**config.mk**
```make
export PLATFORM = sky130hd
export DESIGN_NAME = rx_comma_aligner
export DESIGN_NICKNAME = d
export VERILOG_FILES = /design/src/rtl/rx_align_pkg.sv /design/src/rtl/comma_window_detect.sv /design/src/rtl/rx_comma_aligner.sv
export SDC_FILE = /design/constraint.sdc
export NUM_CORES = 1
export LEC_CHECK = 0
export CAP_MARGIN = 0
export CORE_AREA = 4 4 59 61
export CTS_CLUSTER_SIZE = 25
export DETAILED_ROUTE_END_ITERATION = 12
export DIE_AREA = 0 0 63 65
export PLACE_DENSITY = 0.81
export SLEW_MARGIN = 20
export SYNTH_ARGS = -nofsm -noshare
export SYNTH_HDL_FRONTEND = slang
export SYNTH_SLANG_ARGS = --single-unit
```
**constraint.sdc**
```tcl
create_clock -name clk -period 5.5 [get_ports clk]
set_input_delay 0.55 -clock clk [delete_from_list [all_inputs] [get_ports clk]]
set_output_delay 0.55 -clock clk [all_outputs]
set_load 0.005 [all_outputs]
```
**src/rtl/rx_align_pkg.sv**
```systemverilog
`default_nettype none
// ============================================================================
// Module      : rx_align_pkg
// Description : Shared constants and state encoding for the receive-lane
//               comma aligner.
// Revision    : 1.0  initial release
// ============================================================================
package rx_align_pkg;

    localparam int SYM_W = 10;

    // K28.5 in both running disparities, first-transmitted bit (a) at the MSB.
    localparam logic [SYM_W-1:0] K28_5_RDN = 10'b0011111010;
    localparam logic [SYM_W-1:0] K28_5_RDP = 10'b1100000101;

    typedef enum logic [1:0] {
        HUNT   = 2'd0,
        CHECK  = 2'd1,
        LOCKED = 2'd2
    } align_state_e;

endpackage
`default_nettype wire

```
**src/rtl/comma_window_detect.sv**
```systemverilog
`default_nettype none
// ============================================================================
// Module      : comma_window_detect
// Description : Combinational K28.5 compare on a 10-bit window, either
//               running disparity.
// Revision    : 1.0  initial release
// ============================================================================
module comma_window_detect
    import rx_align_pkg::*;
(
    input  logic [SYM_W-1:0] i_win,
    output logic             o_comma_hit
);

    // A window is a comma only when it matches one of the two K28.5 codes exactly.
    assign o_comma_hit = (i_win == K28_5_RDN) || (i_win == K28_5_RDP);

endmodule
`default_nettype wire

```
**src/rtl/rx_comma_aligner.sv**
```systemverilog
`default_nettype none
// ============================================================================
// Module      : rx_comma_aligner
// Description : Serial-to-symbol front end. Hunts for K28.5 at any bit
//               offset, locks the symbol phase after LOCK_CNT on-phase
//               commas, packs SYMS symbols per word with commas in lane 0,
//               and drops lock after UNLOCK_CNT off-phase commas.
// Revision    : 1.0  initial release
// ============================================================================
module rx_comma_aligner
    import rx_align_pkg::*;
#(
    parameter int SYMS       = 1,
    parameter int LOCK_CNT   = 3,
    parameter int UNLOCK_CNT = 4
) (
    input  logic                  clk,
    input  logic                  rst,
    input  logic                  enb,
    input  logic                  serialIn,
    output logic [SYM_W*SYMS-1:0] dataOut,
    output logic [SYMS-1:0]       kMask,
    output logic                  dataValid,
    output logic                  locked,
    output logic                  realign
);

    localparam int c_ww   = SYM_W * SYMS;
    localparam int c_ln_w = (SYMS > 1) ? $clog2(SYMS) : 1;
    localparam int c_mw   = $clog2(LOCK_CNT + 1);
    localparam int c_uw   = $clog2(UNLOCK_CNT + 1);

    localparam logic [c_ln_w-1:0] c_last_ln  = c_ln_w'(SYMS - 1);
    localparam logic [c_mw-1:0]   c_lock_v   = c_mw'(LOCK_CNT);
    localparam logic [c_uw-1:0]   c_unlock_v = c_uw'(UNLOCK_CNT);

    align_state_e      state_q, state_d;
    logic [8:0]        sr_q, sr_d;
    logic [3:0]        bit_cnt_q, bit_cnt_d;
    logic [c_ln_w-1:0] ln_q, ln_d;
    logic [c_mw-1:0]   match_q, match_d;
    logic [c_uw-1:0]   miss_q, miss_d;
    logic [c_ww-1:0]   word_q, word_d;
    logic [SYMS-1:0]   kbuf_q, kbuf_d;
    logic [c_ww-1:0]   data_out_q, data_out_d;
    logic [SYMS-1:0]   kmask_q, kmask_d;
    logic              valid_q, valid_d;
    logic              realign_q, realign_d;

    logic [SYM_W-1:0]  w_win;
    logic              w_comma_hit;
    logic              w_boundary;
    logic              w_wr_en;
    logic [c_ln_w-1:0] w_wr_ln;

    // Newest bit enters at the LSB so the oldest (bit a) lands at the MSB.
    assign w_win      = {sr_q, serialIn};
    assign w_boundary = (bit_cnt_q == 4'd9);

    comma_window_detect u_det (
        .i_win       (w_win),
        .o_comma_hit (w_comma_hit)
    );

    // Next-state, lane fill and output staging; everything holds when enb=0.
    always_comb begin
        state_d    = state_q;
        sr_d       = sr_q;
        bit_cnt_d  = bit_cnt_q;
        ln_d       = ln_q;
        match_d    = match_q;
        miss_d     = miss_q;
        word_d     = word_q;
        kbuf_d     = kbuf_q;
        data_out_d = data_out_q;
        kmask_d    = kmask_q;
        valid_d    = 1'b0;
        realign_d  = 1'b0;
        w_wr_en    = 1'b0;
        w_wr_ln    = ln_q;

        if (enb) begin
            sr_d      = w_win[8:0];
            bit_cnt_d = w_boundary ? 4'd0 : bit_cnt_q + 4'd1;

            unique case (state_q)
                HUNT: begin
                    if (w_comma_hit) begin
                        // The comma's last bit becomes bit 9 of the symbol.
                        realign_d = 1'b1;
                        bit_cnt_d = 4'd0;
                        match_d   = c_mw'(1);
                        if (LOCK_CNT == 1) begin
                            state_d = LOCKED;
                            w_wr_en = 1'b1;
                            w_wr_ln = '0;
                            miss_d  = '0;
                        end else begin
                            state_d = CHECK;
                        end
                    end
                end
                CHECK: begin
                    if (w_comma_hit) begin
                        if (w_boundary) begin
                            match_d = match_q + 1'b1;
                            if (match_d == c_lock_v) begin
                                state_d = LOCKED;
                                w_wr_en = 1'b1;
                                w_wr_ln = '0;
                                miss_d  = '0;
                            end
                        end else begin
                            // Comma at a new phase: restart the count there.
                            realign_d = 1'b1;
                            bit_cnt_d = 4'd0;
                            match_d   = c_mw'(1);
                        end
                    end
                end
                LOCKED: begin
                    if (w_boundary) begin
                        w_wr_en = 1'b1;
                        w_wr_ln = ln_q;
                        if (w_comma_hit) begin
                            miss_d = '0;
                            // Comma mid-word: abandon the partial word and restart at lane 0.
                            if (ln_q != '0) begin
                                w_wr_ln   = '0;
                                realign_d = 1'b1;
                            end
                        end
                    end else if (w_comma_hit) begin
                        miss_d = miss_q + 1'b1;
                        if (miss_d == c_unlock_v) begin
                            state_d   = HUNT;
                            ln_d      = '0;
                            match_d   = '0;
                            miss_d    = '0;
                            bit_cnt_d = 4'd0;
                        end
                    end
                end
                default: begin
                    state_d = HUNT;
                end
            endcase

            if (w_wr_en) begin
                for (int i = 0; i < SYMS; i++) begin
                    if (w_wr_ln == c_ln_w'(i)) begin
                        word_d[(SYMS-1-i)*SYM_W +: SYM_W] = w_win;
                        kbuf_d[SYMS-1-i]                  = w_comma_hit;
                    end
                end
                if (w_wr_ln == c_last_ln) begin
                    data_out_d = word_d;
                    kmask_d    = kbuf_d;
                    valid_d    = 1'b1;
                    ln_d       = '0;
                end else begin
                    ln_d = w_wr_ln + 1'b1;
                end
            end
        end
    end

    // State and datapath registers with synchronous reset.
    always_ff @(posedge clk) begin
        if (rst) begin
            state_q    <= HUNT;
            sr_q       <= '0;
            bit_cnt_q  <= '0;
            ln_q       <= '0;
            match_q    <= '0;
            miss_q     <= '0;
            word_q     <= '0;
            kbuf_q     <= '0;
            data_out_q <= '0;
            kmask_q    <= '0;
            valid_q    <= 1'b0;
            realign_q  <= 1'b0;
        end else begin
            state_q    <= state_d;
            sr_q       <= sr_d;
            bit_cnt_q  <= bit_cnt_d;
            ln_q       <= ln_d;
            match_q    <= match_d;
            miss_q     <= miss_d;
            word_q     <= word_d;
            kbuf_q     <= kbuf_d;
            data_out_q <= data_out_d;
            kmask_q    <= kmask_d;
            valid_q    <= valid_d;
            realign_q  <= realign_d;
        end
    end

    assign dataOut   = data_out_q;
    assign kMask     = kmask_q;
    assign dataValid = valid_q;
    assign realign   = realign_q;
    assign locked    = (state_q == LOCKED);

endmodule
`default_nettype wire
```
### Word-level counts from Yosys, hierarchy flattened

Index checks and enable logic that the tools add are counted.
Widths: inputs -> output; s select.

| word-level totals | value |
|---|---|
| input port bits | 4 |
| flip-flop bits (word level) | 45 |
| word-level logic and storage cells | 105 |
| output and inout bits | 14 |

| cells by class | value |
|---|---|
| multiplexer cells | 56 |
| $add $sub $neg | 4 |
| bitwise logic cells | 3 |
| reduce and logical (&&, ||, !) cells | 15 |
| equality and inequality tests | 15 |

Operators with widths:

| kind | count |
|---|---|
| $mux 4 | 7 |
| $mux 1 | 25 |
| $mux 3 | 7 |
| $mux 2 | 9 |
| $pmux 2 s3 | 2 |
| $pmux 4 s3 | 1 |
| $eq 10x10->1 const B | 1 |
| $eq 10x8->1 const B | 1 |
| $mux 10 | 1 |
| $ne 2x2->1 const B | 5 |
| $reduce_and 8->1 | 1 |
| $reduce_bool 2->1 | 4 |
| $reduce_and 7->1 | 1 |
| $ne 2x1->1 const B | 3 |
| $pmux 3 s2 | 1 |
| $reduce_and 6->1 | 1 |
| $reduce_and 5->1 | 1 |
| $add 4x1->4 const B | 1 |
| $eq 2x2->1 const B | 2 |
| $eq 4x4->1 const B | 1 |
| $pmux 1 s2 | 2 |
| $add 3x1->3 const B | 1 |
| $eq 3x3->1 const B | 1 |
| $not 1->1 | 3 |
| 11 further kinds | 11 |

### Depth between registers and ports, before layout

Gate-level depths: netlist of the first run.

| logic depth | value |
|---|---|
| depth after elaboration | 10 |
| depth in mapped cells | 9 |
| mapped depth without buffers | 7 |

### Hierarchy

From an unflattened synthesis of the first run, not the netlist that was laid out.

| second synthesis, totals | value |
|---|---|
| cell total of the unflattened synthesis | 176 |
| area, all modules | 1,647.8 µm² |

Modules (own cells, without submodules):

| module | cells an instance | sequential area each (µm²) | area an instance (µm²) | times used |
|---|---|---|---|---|
| rx_comma_aligner | 170 | 660.6 | 1,586.5 | 1 |
| comma_window_detect | 6 | 0.0 | 61.3 | 1 |

### Least setup slack after synthesis of the first run

No wires, ideal clock.

| timing | value |
|---|---|
| path type | in2reg |
| start point | in serialIn |
| end point | reg match_q[0] |
| slack | 3.588 ns |
| cell stages on the path | 5 |
| buffers on the path | 0 |
| data arrival time | 1.791 ns |
| setup time | 0.121 ns |
| required time | 5.379 ns |
| cells stage by stage | and4bb_2 > and4bb_4 > o311ai_2 > nor3b_2 > mux2_2 |

| on the way | value |
|---|---|
| word-level cells in the longest chain between the ends | 4 |
| elaborated cells between the ends (all ways) | 7 |
| those cells by class | eq/ne (5); reduce/logical (2) |

RTL lines:

| what | RTL line | source |
|---|---|---|
| start, declared | rx_comma_aligner.sv:20 | `input logic serialIn,` |
| $eq 10x8->1 or $eq 10x10->1 (tied branches) | comma_window_detect.sv:16 | `assign o_comma_hit = (i_win == K28_5_RDN) \|\| (i_win == K28_5_RDP);` |
| $logic_or 1x1->1 * | comma_window_detect.sv:16 |  |
| $ne 2x2->1 (no line) or $ne 2x1->1 (tied branches) | n/a |  |
| $reduce_and 7->1 (no line) * | n/a |  |
| end signal, assigned | rx_comma_aligner.sv:188 | `match_q <= match_d;` |
| end, declared | rx_comma_aligner.sv:41 | `logic [c_mw-1:0] match_q, match_d;` |

Every way passes the cells marked *; elsewhere a longest branch is shown, timed or not.
A chain may end at the register's enable or synchronous reset.

### Final worst setup path of the first run

| timing | value |
|---|---|
| start point | in enb |
| end point | reg kbuf_q |

| on the way | value |
|---|---|
| word-level cells in the longest chain between the ends | 1 |

RTL lines:

| what | RTL line | source |
|---|---|---|
| start, declared | rx_comma_aligner.sv:19 | `input logic enb,` |
| $reduce_and 2->1 (no line) | n/a |  |
| end signal, assigned | rx_comma_aligner.sv:191 | `kbuf_q <= kbuf_d;` |
| end, declared | rx_comma_aligner.sv:44 | `logic [SYMS-1:0] kbuf_q, kbuf_d;` |

Every way passes these cells.

==> impl_metrics.yaml, run 1 <==
outcome:
  outcome: "complete, no violations"
placement:
  io_buffers: 17
  dp_slack_ps: 2220
  place_inst: 220
  dp.final_hpwl_um: 2540
  place_area_mm2: 0.00189
  gp_congestion: 0.868
logic_synthesis:
  ys.flop_type: "dfxtp_1"
  ys_warn_count: 0
  ys_seq_area_frac: 0.387
  synth_fp_nets: 191
  netlist_instances: 178
  synth_area_mm2: 0.00171
  synth-edff-count: 0
  yosysUniqueCellTypes: 42
  ys_seq_elements: 33
  syn_avg_cell_area_um2: 9.59
  synthArstFlopShare: 0
timing:
  period_needed_ps: 2680
  finalHoldViolations: 0
  rsz0062_at_grt: "no"
  finalSetupViolCount: 0
  setup-tns-final_ps: 0
  skew_ps: 13.3
  whs_ps: 476
  finalCritPeriodShare: 0.488
  worst_pin_slew_ps: 825
  drv_slew: 0
  timing.final.ws_setup_ps: 2820
  slew_headroom: 0.448
  max_freq_mhz: 372
clock_tree:
  hold_buffers: 0
  cts_buffers: 5
  cts_root_buf: "clkbuf_4"
  cts.sinks: 33
  cts_tree: "built"
  cts_resized: 0
  clock_path_buffers: 2
  clock_latency_ps: 340
  post_cts_buffers: 0
  htreeDepth: 2
  cts.clk_slew.worst_paths_ps: 100
layout:
  design_area_mm2: 0.00195
  area_growth_syn_to_layout_pct: 14.1
  antenna-diode-count: 0
  drive_above_1_share: 0.0928
  final_util: 0.655
  nFillCells: 237
  finalNonFillerCells: 227
  final_nets: 207
power:
  ir_worst_vdd_uv: 165
  leakagePower_nw: 0.700
  p_total_uw: 405
  power_density_mw_per_mm2: 208
global_routing:
  grt_pass1_wl_um: 5990
  overflow: 0
  grt.total_usage: 0.185
  grt_pass1_vias: 1366
  grt_max_degree: 47
  antenna_found_initial: 0
worst_setup_path:
  critical_path_class: "input pin to flip-flop"
  cp_max_fo: 19
  critPathLaunchType: "input pin"
  critical_path_required_ps: 5740
  worstSetupEndpointType: "flip-flop"
  arrival_ps: 2930
hold_path:
  hp-class: "flip-flop to flip-flop"
routing:
  wl_per_cell_um: 15.4
  vias: 1334
  postRouteAntennaNets: 0
  via_per_inst: 5.88
  drc_errors: 0
  drt_first_pass_iters: 4
  routed_wl_um: 3490
  drtIter0Drc: 82
flow_run:
  maxCapViolCount: 0
floorplanning:
  fp.dieW_um: 63
  fp.dieH_um: 65
  dieArea_mm2: 0.00410
  io_pins: 18
  initial_core_util: 0.574
  rows: 20
  core_area_mm2: 0.00298
-- sequential cells by signal, indices dropped and copies added (netlist names) --
name and cells:
match_q 2, bit_cnt_q 4, sr_q 9, word_q 10
realign 1, dataValid 1, kbuf_q 1, state_q 2
miss_q 3
-- area by class of cell --
class | count | area (µm²) | area share
Clock buffer | 7 | 55.1 | 0.0282
Multi-Input combinational cell | 127 | 981 | 0.503
Timing Repair Buffer | 18 | 178 | 0.0911
Tap cell | 33 | 41.3 | 0.0212
Inverter | 9 | 33.8 | 0.0173
Sequential cell | 33 | 661 | 0.339
-- synthesized netlist by cell type, types with 2 or more instances --
master	number	area, µm²
clkbuf_1	4	15.0
buf_1	2	7.51
mux2_2	2	22.5
nand2b_1	27	169
nand4_1	2	12.5
and4bb_2	2	25.0
nor2b_1	3	18.8
ha_1	9	113
nor3_1	2	10.0
and3_1	2	12.5
o21ai_0	3	15.0
nand2_1	5	18.8
inv_1	9	33.8
buf_2	2	10.0
nor2_1	16	60.1
a21oi_1	5	25.0
nand3_1	2	10.0
or4_1	2	15.0
a211oi_1	3	22.5
dfxtp_1	33	661
mux2i_1	22	220
-- kinds of logic (layout without fill, tap and decap cells) --
family                   count (synthesis)  after routing  synth area share
multiplexers                            24             24             0.142
AND/OR/NAND/NOR                         72             72             0.262
XOR/XNOR                                 2              2            0.0103
flip-flops                              33             33             0.387
buffers and inverters                   18             34            0.0432
adder cells (fa/ha/maj)                  9              9            0.0659
AO/OA/AOI/OAI                           20             20            0.0901
-- worst paths after layout --
kind                                           startpoint                endpoint  slack [ps]  depth (start not counted)
worst min register to register     word_q[6]$_SDFFE_PP0P_  word_q[6]$_SDFFE_PP0P_         480                          2
worst max register to register  bit_cnt_q[0]$_SDFFE_PP0P_     kbuf_q$_SDFFE_PP0P_        3020                          6
worst max-delay path                                  enb     kbuf_q$_SDFFE_PP0P_        2820                          4
worst min-delay path               word_q[6]$_SDFFE_PP0P_  word_q[6]$_SDFFE_PP0P_         480                          2
-- report_power, final --
group	internal (mW)	switching [mW]	total (mW)
Combinational	0.0104	0.0108	0.0212
Clock	0.0603	0.0794	0.140
Sequential	0.241	0.00302	0.244
-- cells in the final DEF (no fill, tap or decap), types with 2 or more instances in the layout --
cell and n:
o21ai_0 3, a21oi_1 5, nor3_1 2, a211oi_1 3
clkbuf_4 5, clkdlybuf4s50_1 17, or4_1 2, and4bb_2 2
nor2b_1 3, mux2i_1 22, inv_1 9, dfxtp_1 33
nand4_1 2, and3_1 2, ha_1 9, mux2_2 2
nor2_1 16, nand3_1 2, nand2b_1 27, nand2_1 5
-- critical path, cell delays in order --
cell and delay (ps):
clkdlybuf4s50_1 1010, inv_1 250, a211oi_4 690, mux2_2 420
-- metal layers --
layer,GRT usage,up-vias,wire length (µm)
met2,0.337,30,1850
met4,0.0909,0,55
met5,0,-,0
met1,0.200,638,1470
li1,-,660,-
met3,0.0451,6,118
(Power assumes the default switching activity.)
==> run 2, diff against run 1 <==
Settings changed: CORE_AREA 4 4 59 61 to 4 4 61 63, DIE_AREA 0 0 63 65 to 0 0 65 67, PLACE_DENSITY 0.81 to 0.76.
Clock period 5.5 ns to 2.79 ns, I/O delays scaled along.
==> impl_metrics.yaml, run 2 (synthesized netlist as in run 1, its figures left out) <==
flow_run:
  maxCapViolCount: 0
routing:
  drtIter0Drc: 39
  wl_met2_um: 1740
  via_per_inst: 5.35
  wl_per_cell_um: 13.6
  postRouteAntennaNets: 0
  drc_errors: 0
  wl_met1_um: 1420
  dr_wl_met3_um: 101
  vias: 1294
  routed_wl_um: 3290
  top_layer_used: "met4"
  drt_first_pass_iters: 4
timing:
  rsz0062_at_grt: "no"
  slew_headroom: 0.606
  finalHoldViolations: 0
  period_needed_ps: 2080
  finalCritPeriodShare: 0.746
  finalSetupViolCount: 0
  worst_pin_slew_ps: 589
  drv_slew: 0
  max_freq_mhz: 481
  skew_ps: 3.17
  setup-tns-final_ps: 0
clock_tree:
  clock_path_buffers: 2
  cts_tree: "built"
  cts_buffers: 5
  htreeDepth: 2
  cts_resized: 0
  post_cts_buffers: 0
  cts.clk_slew.worst_paths_ps: 90
  clock_latency_ps: 320
  hold_buffers: 0
  cts_root_buf: "clkbuf_4"
  cts.sinks: 33
layout:
  area_growth_syn_to_layout_pct: 15.5
  multi_input_area_um2: 973
  final_cell_mix: "dfxtp_1, nand2b_1, mux2i_1"
  nFillCells: 297
  final_nets: 209
  layout_commonest_cell: "dfxtp_1"
  largest_register_ff_count: 10
  antenna-diode-count: 0
  largest-register: "word_q"
  top_regs: "word_q x10, sr_q x9, bit_cnt_q x4"
  seq_area_um2: 661
  finalNonFillerCells: 242
  drive_above_1_share: 0.102
floorplanning:
  core_area_mm2: 0.00323
  io_pins: 18
  fp.dieH_um: 67
  dieArea_mm2: 0.00436
  rows: 21
  initial_core_util: 0.528
  fp.dieW_um: 65
worst_setup_path:
  critical_path_required_ps: 3010
  max_stage_delay_ps: 370
  arrival_ps: 2300
  critical_path_class: "flip-flop to flip-flop"
  cp_cell_sequence: "ha_1, xnor2_1, o21ai_0, o311ai_2, nor3b_2, mux2_2"
  cp_top_family: "compound AO/OA/AOI/OAI gates"
  critPathLaunchType: "flip-flop"
  critical_path_buf_inv_count: 0
  crit_slowest_cell: "o21ai_0"
  cp_max_fo: 4
  worstSetupEndpointType: "flip-flop"
hold_path:
  hp-class: "flip-flop to flip-flop"
power:
  ir_worst_vdd_uv: 259
  leakagePower_nw: 0.710
  power_density_mw_per_mm2: 400
placement:
  dp.final_hpwl_um: 2450
  place_inst: 235
  io_buffers: 17
  gp_congestion: 0.872
global_routing:
  antenna_found_initial: 0
  overflow: 0
  grt.total_usage: 0.175
  grt_max_degree: 30
  grt_pass1_vias: 1354
  grt_pass1_wl_um: 5890
outcome:
  outcome: "complete, no violations"
[run 2: cell count changes in the layout (fill, tap and decap cells not counted)]
cell / change
buf_4: +2
a211oi_2: +1
a211oi_4: -1
[run 2: per-stage QoR]
stage / worst slack (ps) / power, mW / area [µm²] / hold WS [ps] / util
floorplan: 976 / 0.522 / 1710 / 427 / -
global placement: 573 / 0.532 / 1920 / 460 / 0.593
detailed placement: 518 / 0.534 / 1920 / 467 / 0.593
CTS: 700 / 0.805 / 1970 / 483 / 0.611
global route: 534 / 0.828 / 1970 / 512 / 0.611
finish: 710 / 0.788 / 1970 / 477 / 0.611
[run 2: worst min-delay path: stages (launching register included)]
cell and delay [ps]:
dfxtp_1 320, nand2b_1 60, mux2i_1 60
[run 2: power breakdown]
group | switching, mW | leakage [nW] | total [mW] | internal [mW]
Clock | 0.147 | 0.0314 | 0.265 | 0.119
Sequential | 0.00559 | 0.266 | 0.481 | 0.475
Combinational | 0.0212 | 0.413 | 0.0422 | 0.0210
[run 2: final timing paths]
path	start	to	slack, ps	depth (start not counted)
max	miss_q[0]$_SDFFE_PP0P_	match_q[0]$_SDFFE_PP0P_	710	6
min	word_q[8]$_SDFFE_PP0P_	word_q[8]$_SDFFE_PP0P_	480	2
max reg2reg	miss_q[0]$_SDFFE_PP0P_	match_q[0]$_SDFFE_PP0P_	710	6
min reg2reg	word_q[8]$_SDFFE_PP0P_	word_q[8]$_SDFFE_PP0P_	480	2
[run 2: cell type report]
type / count / area share
flip-flops and latches: 33 / 0.335
repair buffers: 20 / 0.0977
clock buffers: 7 / 0.0279
inverters: 9 / 0.0171
multi-input cells: 127 / 0.493
well taps: 46 / 0.0292
[run 2: metal layers]
layer  vias up  global-route usage
li1        658                   -
met1       611               0.185
met2        21               0.310
met3         4              0.0556
met4         0              0.0871
met5         -                   0
==> run 3, diff against run 2 <==
Clock period 2.79 ns to 2.1 ns, I/O delays scaled along.
==> impl_metrics.yaml, run 3 (synthesized netlist as in run 1, its figures left out) <==
floorplanning:
  io_pins: 18
  initial_core_util: 0.528
  rows: 21
  dieArea_mm2: 0.00436
  fp.dieW_um: 65
  fp.dieH_um: 67
  core_area_mm2: 0.00323
timing:
  drv_slew: 0
  period_needed_ps: 1960
  skew_ps: 9.25
  finalHoldViolations: 0
  max_freq_mhz: 511
  timing.final.ws_setup_ps: 144
  worst_pin_slew_ps: 406
  rsz0062_at_grt: "no"
  whs_ps: 479
  finalSetupViolCount: 0
  finalCritPeriodShare: 0.931
  slew_headroom: 0.729
layout:
  layout_commonest_cell: "dfxtp_1"
  nFillCells: 287
  final_nets: 218
  finalNonFillerCells: 251
  largest-register: "word_q"
  antenna-diode-count: 0
  top_regs: "word_q x10, sr_q x9, bit_cnt_q x4"
  largest_register_ff_count: 10
  area_growth_syn_to_layout_pct: 19.7
  drive_above_1_share: 0.141
  final_cell_mix: "dfxtp_1, nand2b_1, mux2i_1"
worst_setup_path:
  cp_cell_sequence: "ha_1, and3b_1, and3_1, o21ai_1, a211oi_2, buf_6, mux2i_1"
  arrival_ps: 2220
  critPathCapture: "word_q[1]$_SDFFE_PP0P_"
  cp_top_family: "simple AND/OR/NAND/NOR gates"
  critical_path_buf_inv_count: 1
  crit_slowest_cell: "dfxtp_1"
  critical_path_class: "flip-flop to flip-flop"
  critical_path_required_ps: 2360
  r2r-end: "word_q[1]$_SDFFE_PP0P_"
  cp_max_fo: 10
  reg2reg_depth: 7
  crit_path_start: "bit_cnt_q[0]$_SDFFE_PP0P_"
  crit_cells: 7
  max_stage_delay_ps: 410
  rr_startpoint: "bit_cnt_q[0]$_SDFFE_PP0P_"
  r2r_setup_slack_ps: 140
  worstSetupEndpointType: "flip-flop"
  critPathLaunchType: "flip-flop"
routing:
  via_per_inst: 5.46
  routed_wl_um: 3510
  drtIter0Drc: 45
  wl_per_cell_um: 14.0
  drt_first_pass_iters: 4
  drc_errors: 0
  postRouteAntennaNets: 0
  vias: 1370
power:
  power_density_mw_per_mm2: 520
  leakagePower_nw: 0.754
  ir_worst_vdd_uv: 304
clock_tree:
  htreeDepth: 2
  cts_root_buf: "clkbuf_4"
  cts_resized: 0
  cts.clk_slew.worst_paths_ps: 100
  post_cts_buffers: 0
  clock_path_buffers: 2
  cts.sinks: 33
  cts_tree: "built"
  hold_buffers: 0
  clock_latency_ps: 330
  cts_buffers: 5
global_routing:
  grt_pass1_vias: 1439
  overflow: 0
  grt_max_degree: 35
  antenna_found_initial: 0
  grt.total_usage: 0.187
  grt_pass1_wl_um: 6240
placement:
  dp_slack_ps: -39.8
  io_buffers: 17
  gp_congestion: 0.904
  place_inst: 244
  dp.final_hpwl_um: 2650
hold_path:
  hold_depth: 2
  hp-class: "flip-flop to flip-flop"
flow_run:
  maxCapViolCount: 0
outcome:
  outcome: "complete, no violations"
[run 3: changes by cell type in the layout (fill, tap and decap cells not counted), sizes merged]
cell | previous run | this run
buf | 3 | 12
[run 3: through the flow]
step	TNS [ps]	total power, mW	instance area [µm²]	utilization
final	0	1.06	2040	0.633
after global routing	0	1.11	2040	0.633
after CTS	0	1.07	2040	0.631
after detailed placement	-69.9	0.713	1990	0.614
after global placement	0	0.711	1990	0.614
after floorplan	0	0.694	1710	-
[run 3: worst min-delay path, cell delays in order (launching register included)]
cell and delay (ps):
dfxtp_1 320, nand2b_1 60, mux2i_1 50
[run 3: how the worst min path moves through the flow]
stage / from / slack, ps / endpoint
floorplan: serialIn / 360 / sr_q[0]$_SDFFE_PP0P_
global placement: word_q[6]$_SDFFE_PP0P_ / 460 / word_q[6]$_SDFFE_PP0P_
detailed placement: word_q[5]$_SDFFE_PP0P_ / 460 / word_q[5]$_SDFFE_PP0P_
CTS: word_q[6]$_SDFFE_PP0P_ / 480 / word_q[6]$_SDFFE_PP0P_
global route: word_q[6]$_SDFFE_PP0P_ / 500 / word_q[6]$_SDFFE_PP0P_
finish: word_q[7]$_SDFFE_PP0P_ / 480 / word_q[7]$_SDFFE_PP0P_
[run 3: power breakdown]
| part | internal, mW | switching (mW) |
|---|---|---|
| Clock | 0.158 | 0.207 |
| Sequential | 0.631 | 0.00723 |
| Combinational | 0.0301 | 0.0301 |
[run 3: cell type report]
type                       count  area [µm²]  area share
clock buffer                   7        55.1      0.0269
sequential                    33         661       0.323
inverter                       9        33.8      0.0165
timing repair buffer          29         264       0.129
multi-input combinational    127         973       0.476
tap                           46        57.6      0.0282
[run 3: routing by layer]
layer / track usage / up-vias / part of all wire / routed length (µm)
li1: - / 674 / - / -
met1: 0.202 / 654 / 0.43 / 1500
met2: 0.331 / 27 / 0.51 / 1790
met3: 0.0422 / 15 / 0.030 / 106
met4: 0.111 / 0 / 0.032 / 114
met5: 0 / - / 0 / 0
